`src/rtl/mem_pkg.sv`:
```
// Shared definitions for the memory stage: funct3 encodings, FSM states,
// and access-size helpers used by both the stage and the load aligner.
package mem_pkg;

  localparam logic [2:0] F3_B  = 3'b000;
  localparam logic [2:0] F3_H  = 3'b001;
  localparam logic [2:0] F3_W  = 3'b010;
  localparam logic [2:0] F3_BU = 3'b100;
  localparam logic [2:0] F3_HU = 3'b101;

  typedef enum logic {IDLE, ACCESS} mem_state_t;

  typedef enum logic [1:0] {SZ_B, SZ_H, SZ_W} mem_size_t;

  // Undefined encodings fall through to word size.
  function automatic mem_size_t size_of(input logic [2:0] f3);
    case (f3)
      F3_B, F3_BU: return SZ_B;
      F3_H, F3_HU: return SZ_H;
      default:     return SZ_W;
    endcase
  endfunction

  function automatic logic is_aligned(input logic [2:0] f3, input logic [1:0] a);
    case (size_of(f3))
      SZ_B:    return 1'b1;
      SZ_H:    return ~a[0];
      default: return (a == 2'b00);
    endcase
  endfunction

  function automatic logic [3:0] byte_en(input logic [2:0] f3, input logic [1:0] a);
    case (size_of(f3))
      SZ_B:    return 4'b0001 << a;
      SZ_H:    return a[1] ? 4'b1100 : 4'b0011;
      default: return 4'b1111;
    endcase
  endfunction

endpackage

```
`src/rtl/load_align.sv`:
```
// Little-endian lane selection and sign/zero extension of a loaded word.
module load_align
  import mem_pkg::*;
(
  input  logic [31:0] rdata_i,
  input  logic [1:0]  addr_i,
  input  logic [2:0]  funct3_i,
  output logic [31:0] data_o
);

  logic [7:0]  byte_sel;
  logic [15:0] half_sel;

  always_comb begin
    case (addr_i)
      2'd0:    byte_sel = rdata_i[7:0];
      2'd1:    byte_sel = rdata_i[15:8];
      2'd2:    byte_sel = rdata_i[23:16];
      default: byte_sel = rdata_i[31:24];
    endcase
    half_sel = addr_i[1] ? rdata_i[31:16] : rdata_i[15:0];

    case (funct3_i)
      F3_B:    data_o = {{24{byte_sel[7]}}, byte_sel};
      F3_BU:   data_o = {24'd0, byte_sel};
      F3_H:    data_o = {{16{half_sel[15]}}, half_sel};
      F3_HU:   data_o = {16'd0, half_sel};
      default: data_o = rdata_i;
    endcase
  end

endmodule

```
`src/rtl/mem_stage.sv`:
```
// Pipeline memory stage: issues handshaked loads/stores, stalls upstream while
// an access is outstanding, and registers the MEM/WB writeback results.
module mem_stage
  import mem_pkg::*;
#(
  parameter int AW   = 32,
  parameter int XLEN = 32
) (
  input  logic            clk,
  input  logic            rst_n,
  input  logic            XM_valid,
  input  logic [4:0]      XM_rd,
  input  logic            XM_wer,
  input  logic [XLEN-1:0] XM_alu_out,
  input  logic [XLEN-1:0] XM_store_data,
  input  logic            XM_mem_read,
  input  logic            XM_mem_write,
  input  logic [2:0]      XM_funct3,
  output logic            dmem_req,
  output logic            dmem_we,
  output logic [AW-1:0]   dmem_addr,
  output logic [3:0]      dmem_be,
  output logic [31:0]     dmem_wdata,
  input  logic            dmem_ack,
  input  logic [31:0]     dmem_rdata,
  output logic            stall_out,
  output logic            misalign_err,
  output logic [4:0]      MW_rd_out,
  output logic            MW_wer_out,
  output logic [XLEN-1:0] L_regdata_out
);

  mem_state_t      state_q, state_d;
  logic            req_q, req_d;
  logic            we_q, we_d;
  logic [AW-1:0]   addr_q, addr_d;
  logic [3:0]      be_q, be_d;
  logic [31:0]     wdata_q, wdata_d;
  logic            mis_q, mis_d;
  logic [4:0]      rd_q, rd_d;
  logic            wer_q, wer_d;
  logic [XLEN-1:0] data_q, data_d;

  logic        is_mem;
  logic [1:0]  lane;
  logic [31:0] load_data;
  logic [31:0] store_lanes;

  assign is_mem = XM_mem_read | XM_mem_write;
  assign lane   = XM_alu_out[1:0];

  load_align u_load_align (
    .rdata_i  (dmem_rdata),
    .addr_i   (lane),
    .funct3_i (XM_funct3),
    .data_o   (load_data)
  );

  always_comb begin
    case (size_of(XM_funct3))
      SZ_B:    store_lanes = {4{XM_store_data[7:0]}};
      SZ_H:    store_lanes = {2{XM_store_data[15:0]}};
      default: store_lanes = XM_store_data[31:0];
    endcase
  end

  always_comb begin
    state_d   = state_q;
    req_d     = req_q;
    we_d      = we_q;
    addr_d    = addr_q;
    be_d      = be_q;
    wdata_d   = wdata_q;
    mis_d     = 1'b0;
    rd_d      = rd_q;
    wer_d     = 1'b0;
    data_d    = data_q;
    stall_out = 1'b0;

    case (state_q)
      IDLE: begin
        if (XM_valid && is_mem) begin
          if (is_aligned(XM_funct3, lane)) begin
            stall_out = 1'b1;
            req_d     = 1'b1;
            // A load+store combination is illegal and resolves as a load.
            we_d      = XM_mem_write & ~XM_mem_read;
            addr_d    = {XM_alu_out[AW-1:2], 2'b00};
            be_d      = byte_en(XM_funct3, lane);
            wdata_d   = store_lanes;
            state_d   = ACCESS;
          end else begin
            mis_d = 1'b1;
          end
        end else if (XM_valid) begin
          rd_d   = XM_rd;
          data_d = XM_alu_out;
          wer_d  = XM_wer & (XM_rd != 5'd0);
        end
      end
      ACCESS: begin
        stall_out = ~dmem_ack;
        if (dmem_ack) begin
          req_d   = 1'b0;
          state_d = IDLE;
          rd_d    = XM_rd;
          if (XM_mem_read) begin
            wer_d  = XM_wer & (XM_rd != 5'd0);
            data_d = load_data;
          end
        end
      end
      default: state_d = IDLE;
    endcase
  end

  always_ff @(posedge clk or negedge rst_n) begin
    if (!rst_n) begin
      state_q <= IDLE;
      req_q   <= 1'b0;
      we_q    <= 1'b0;
      addr_q  <= '0;
      be_q    <= '0;
      wdata_q <= '0;
      mis_q   <= 1'b0;
      rd_q    <= '0;
      wer_q   <= 1'b0;
      data_q  <= '0;
    end else begin
      state_q <= state_d;
      req_q   <= req_d;
      we_q    <= we_d;
      addr_q  <= addr_d;
      be_q    <= be_d;
      wdata_q <= wdata_d;
      mis_q   <= mis_d;
      rd_q    <= rd_d;
      wer_q   <= wer_d;
      data_q  <= data_d;
    end
  end

  assign dmem_req      = req_q;
  assign dmem_we       = we_q;
  assign dmem_addr     = addr_q;
  assign dmem_be       = be_q;
  assign dmem_wdata    = wdata_q;
  assign misalign_err  = mis_q;
  assign MW_rd_out     = rd_q;
  assign MW_wer_out    = wer_q;
  assign L_regdata_out = data_q;

endmodule

```
`config.mk`:
```
export PLATFORM = sky130hd
export DESIGN_NAME = mem_stage
export DESIGN_NICKNAME = d
export VERILOG_FILES = /design/src/rtl/mem_pkg.sv /design/src/rtl/load_align.sv /design/src/rtl/mem_stage.sv
export SDC_FILE = /design/constraint.sdc
export NUM_CORES = 1
export LEC_CHECK = 0
export BUFFER_PORTS_ARGS = -buffer_cell sky130_fd_sc_hd__buf_2
export CORE_MARGIN = 4
export CORE_UTILIZATION = 52
export CTS_CLUSTER_DIAMETER = 50
export CTS_CLUSTER_SIZE = 25
export DETAILED_ROUTE_END_ITERATION = 10
export PLACE_DENSITY = 0.86
export SKIP_LAST_GASP = 1
export SYNTH_ARGS = -nofsm -noshare
export SYNTH_HDL_FRONTEND = slang
export SYNTH_SLANG_ARGS = --single-unit
```
`constraint.sdc`:
```
create_clock -name clk -period 2.8 [get_ports clk]
set_input_delay 0.42 -clock clk [delete_from_list [all_inputs] [get_ports clk]]
set_output_delay 0.42 -clock clk [all_outputs]
set_load 0.02 [all_outputs]
```
==> impl_metrics.env <==
export IMPL_synth_area_um2=5300
export IMPL_vdd_ir_drop_worst_mv=0.408
export IMPL_critPathRequiredTime_ns=2.38
export IMPL_num_nets_final=827
export IMPL_cts_hold_buf=0
export IMPL_clock_tree_buffer_depth=2
export IMPL_placed_cells_incl_taps=838
export IMPL_slew_viol_final=0
export IMPL_globalRouteOverflowTotal=0
export IMPL_detailed_place_area_um2=6470
export IMPL_finalWorstPathRequiredPeriod_ns=2.54
export IMPL_cts_sinks=108
export IMPL_antenna_found_initial=0
export IMPL_pin_count_of_the_biggest_net_entering_global_routing=65
export IMPL_number_of_core_rows=36
export IMPL_grt_setup_unrepaired="no"
export IMPL_maxCapViolations=0
export IMPL_hpwlAfterDp_mm=12.4
export IMPL_die_w_um=109
export IMPL_postSynthRegisterBits=108
export IMPL_finClkSkew_ns=0.00478
export IMPL_postRouteAntennaNets=0
export IMPL_drt_wl_total_mm=16.4
export IMPL_ys_dominant_reg_cell="sky130_fd_sc_hd__dfrtp_1"
export IMPL_route_detailed_wl_per_inst_um=19.2
export IMPL_worstHoldPathType="in2async"
export IMPL_avgViaCountPerCell=5.69
export IMPL_fin_setup_tns_ns=0
export IMPL_worstMarginPinSlew_ns=1.01
export IMPL_synth_edff_count=0
export IMPL_grt_use_total_pct=27.4
export IMPL_path_cells="buf_4 -> clkinv_1 -> o21ai_0 -> buf_2"
export IMPL_detailedRoute_firstIterationViolations=280
export IMPL_timing_reg2reg_setup_slack_ns=0.63
export IMPL_r2r_cells=4
export IMPL_synth_distinct_cells=47
export IMPL_power_leakage_nw=3.27
export IMPL_setup_viol_count_final=0
export IMPL_p_total_mw=5.12
export IMPL_grt_pass1_vias=4853
export IMPL_gp_congestion=0.859
export IMPL_drt_pass1_iter_count=6
export IMPL_detailroute_via_count=4868
export IMPL_drc=0
export IMPL_port_buffers=218
export IMPL_clock_tree_htree_level_count=3
export IMPL_final_util_pct=67.7
export IMPL_seq_area_frac_synth_pct=51.0
export IMPL_die_area_um2=11900
export IMPL_clock_tree_from_tritoncts="yes"
export IMPL_fraction_of_final_layout_cells_with_drive_strength_greater_than_1_pct=41.5
export IMPL_arrival_ns=2.12
export IMPL_root_buffer_cell="sky130_fd_sc_hd__clkbuf_8"
export IMPL_clk_latency_ns=0.38
export IMPL_cts_post_setup_buffers_inserted=0
export IMPL_ioPinCount=221
export IMPL_synthCells=515
export IMPL_max_stage_delay_ns=0.43
export IMPL_path_class="reg2out"
export IMPL_core_region_area_um2=9860
export IMPL_clkSlewWorstSetupHoldPaths_ns=0.11
export IMPL_critPathCaptureType="output pin"
export IMPL_worstPathMaxFanout=35
export IMPL_status="finished, final reports clean"
export IMPL_min_period_over_period_pct=90.6
export IMPL_slew_headroom_pct=32.1
export IMPL_cts_resized_gates=0
export IMPL_wire_length_of_the_first_global_routing_pass_mm=24.9
export IMPL_critical_path_reg2reg_endpoint="L_regdata_out[9]$_DFFE_PN0P_"
export IMPL_regToRegStartpoint="state_q$_DFF_PN0_"
export IMPL_die_y_um=109
export IMPL_cp_slowest_cell="sky130_fd_sc_hd__dfrtp_1"
export IMPL_flow_area_growth_from_synthesis_pct=26.0
export IMPL_startpoint_type="flop"
export IMPL_power_density_cell_area_nw_per_um2=766
export IMPL_synth_async_reset_ratio_pct=100
export IMPL_final_hold_violation_count=0
export IMPL_syn_avg_cell_area_um2=10.3
export IMPL_design_area_um2=6680
export IMPL_initial_utilization_pct=53.8
export IMPL_fmaxAchievable_mhz=394
export IMPL_yosysWarningCount=0
export IMPL_cts_buffers_inserted=9
export IMPL_number_of_standard_cells_in_the_layout_taps_in_and_fillers_out=855
[metrics by stage]
stage          setup slack, ns  hold slack [ns]
3_3_place_gp             0.591            0.459
6_report                 0.264            0.115
4_1_cts                  0.272            0.149
2_1_floorplan            0.885            0.124
5_1_grt                 0.0860            0.172
3_5_place_dp             0.520            0.462
[Yosys cell counts (8+ instances only)]
cell	n	area share, %
sky130_fd_sc_hd__dfrtp_1	108	51
sky130_fd_sc_hd__nand2_1	65	4.6
sky130_fd_sc_hd__mux2_2	43	9.1
sky130_fd_sc_hd__nor2_1	40	2.8
sky130_fd_sc_hd__o21ai_0	39	3.7
sky130_fd_sc_hd__mux2i_1	34	6.4
sky130_fd_sc_hd__nor3_1	32	3.0
sky130_fd_sc_hd__a211oi_1	24	3.4
sky130_fd_sc_hd__buf_2	16	1.5
sky130_fd_sc_hd__clkbuf_1	13	0.92
sky130_fd_sc_hd__a21oi_1	11	1.0
sky130_fd_sc_hd__and3_1	8	0.94
[per-layer routing]
| metal | share of wire [%] | GRT usage [%] | up-vias | routed length (um) |
|---|---|---|---|---|
| li1 | - | - | 2239 | - |
| met3 | 9.4 | 6.69 | 29 | 1540 |
| met5 | 0 | 0 | - | 0 |
| met2 | 50 | 47.2 | 247 | 8230 |
| met1 | 39 | 34.0 | 2353 | 6320 |
| met4 | 1.8 | 8.75 | 0 | 289 |
[sequential cells by signal (all words and copies together), names as in the netlist, 4 cells and up]
| signal | flops |
|---|---|
| dmem_wdata | 32 |
| dmem_be | 4 |
| dmem_addr | 30 |
| MW_rd_out | 5 |
| L_regdata_out | 32 |
[critical path, delay by kind of cell, from the launching register on]
kind	cells	cell delay [ns]
AO/OA/AOI/OAI	1	0.31
flip-flops	1	0.43
buffers and inverters	3	0.98
[worst max-delay path by stage]
| stage | start | end | slack (ns) | depth (start not counted) |
|---|---|---|---|---|
| finish | state_q$_DFF_PN0_ | stall_out | 0.26 | 4 |
| global route | state_q$_DFF_PN0_ | stall_out | 0.09 | 4 |
| CTS | state_q$_DFF_PN0_ | stall_out | 0.27 | 4 |
| detailed placement | XM_funct3[1] | L_regdata_out[29]$_DFFE_PN0P_ | 0.52 | 5 |
| global placement | XM_funct3[1] | L_regdata_out[19]$_DFFE_PN0P_ | 0.59 | 5 |
| floorplan | XM_mem_read | stall_out | 0.89 | 3 |
[cells in the final DEF (no fill, tap or decap), drive strengths merged, types with 2 or more instances in the layout]
master  netlist  routed
nor3         33      33
dfrtp       108     108
o221ai        6       6
buf          27     229
clkinv        2       4
a211oi       25      25
nor2         41      41
a21oi        11      11
a22oi         7       7
conb          1       2
nor2b         6       6
nand2        66      66
inv           4       8
clkbuf       13       9
nor4          3       3
a22o          7       7
a31oi         3       3
and3          8       8
mux2         43      43
o31ai         3       3
or4           2       2
o21ai        40      40
a221o         2       2
nand2b        7       7
or2           2       2
mux2i        34      34
and2          2       2
[where the power goes]
part	internal, mW	total (mW)	switching [mW]
sequential	1.99	2.23	0.239
clock	0.430	1.02	0.588
combinational	0.694	1.88	1.18
total	3.11	5.12	2.01
[final cells by class]
class	instances	area (um2)
clock inverters	7	81.3
multi-input cells	362	2390
well taps	133	166
diodes	1	2.50
repair buffers	229	1190
clock buffers	9	124
fillers	775	3180
flip-flops and latches	108	2700
inverters	6	22.5
[cell families after synthesis]
logic type | share of synthesized area (%)
simple gates | 15.3
compound gates | 13.9
flops | 51.0
mux | 15.5
buf+inv | 4.27
other cells | 0.0707
(Power assumes the default switching activity.)
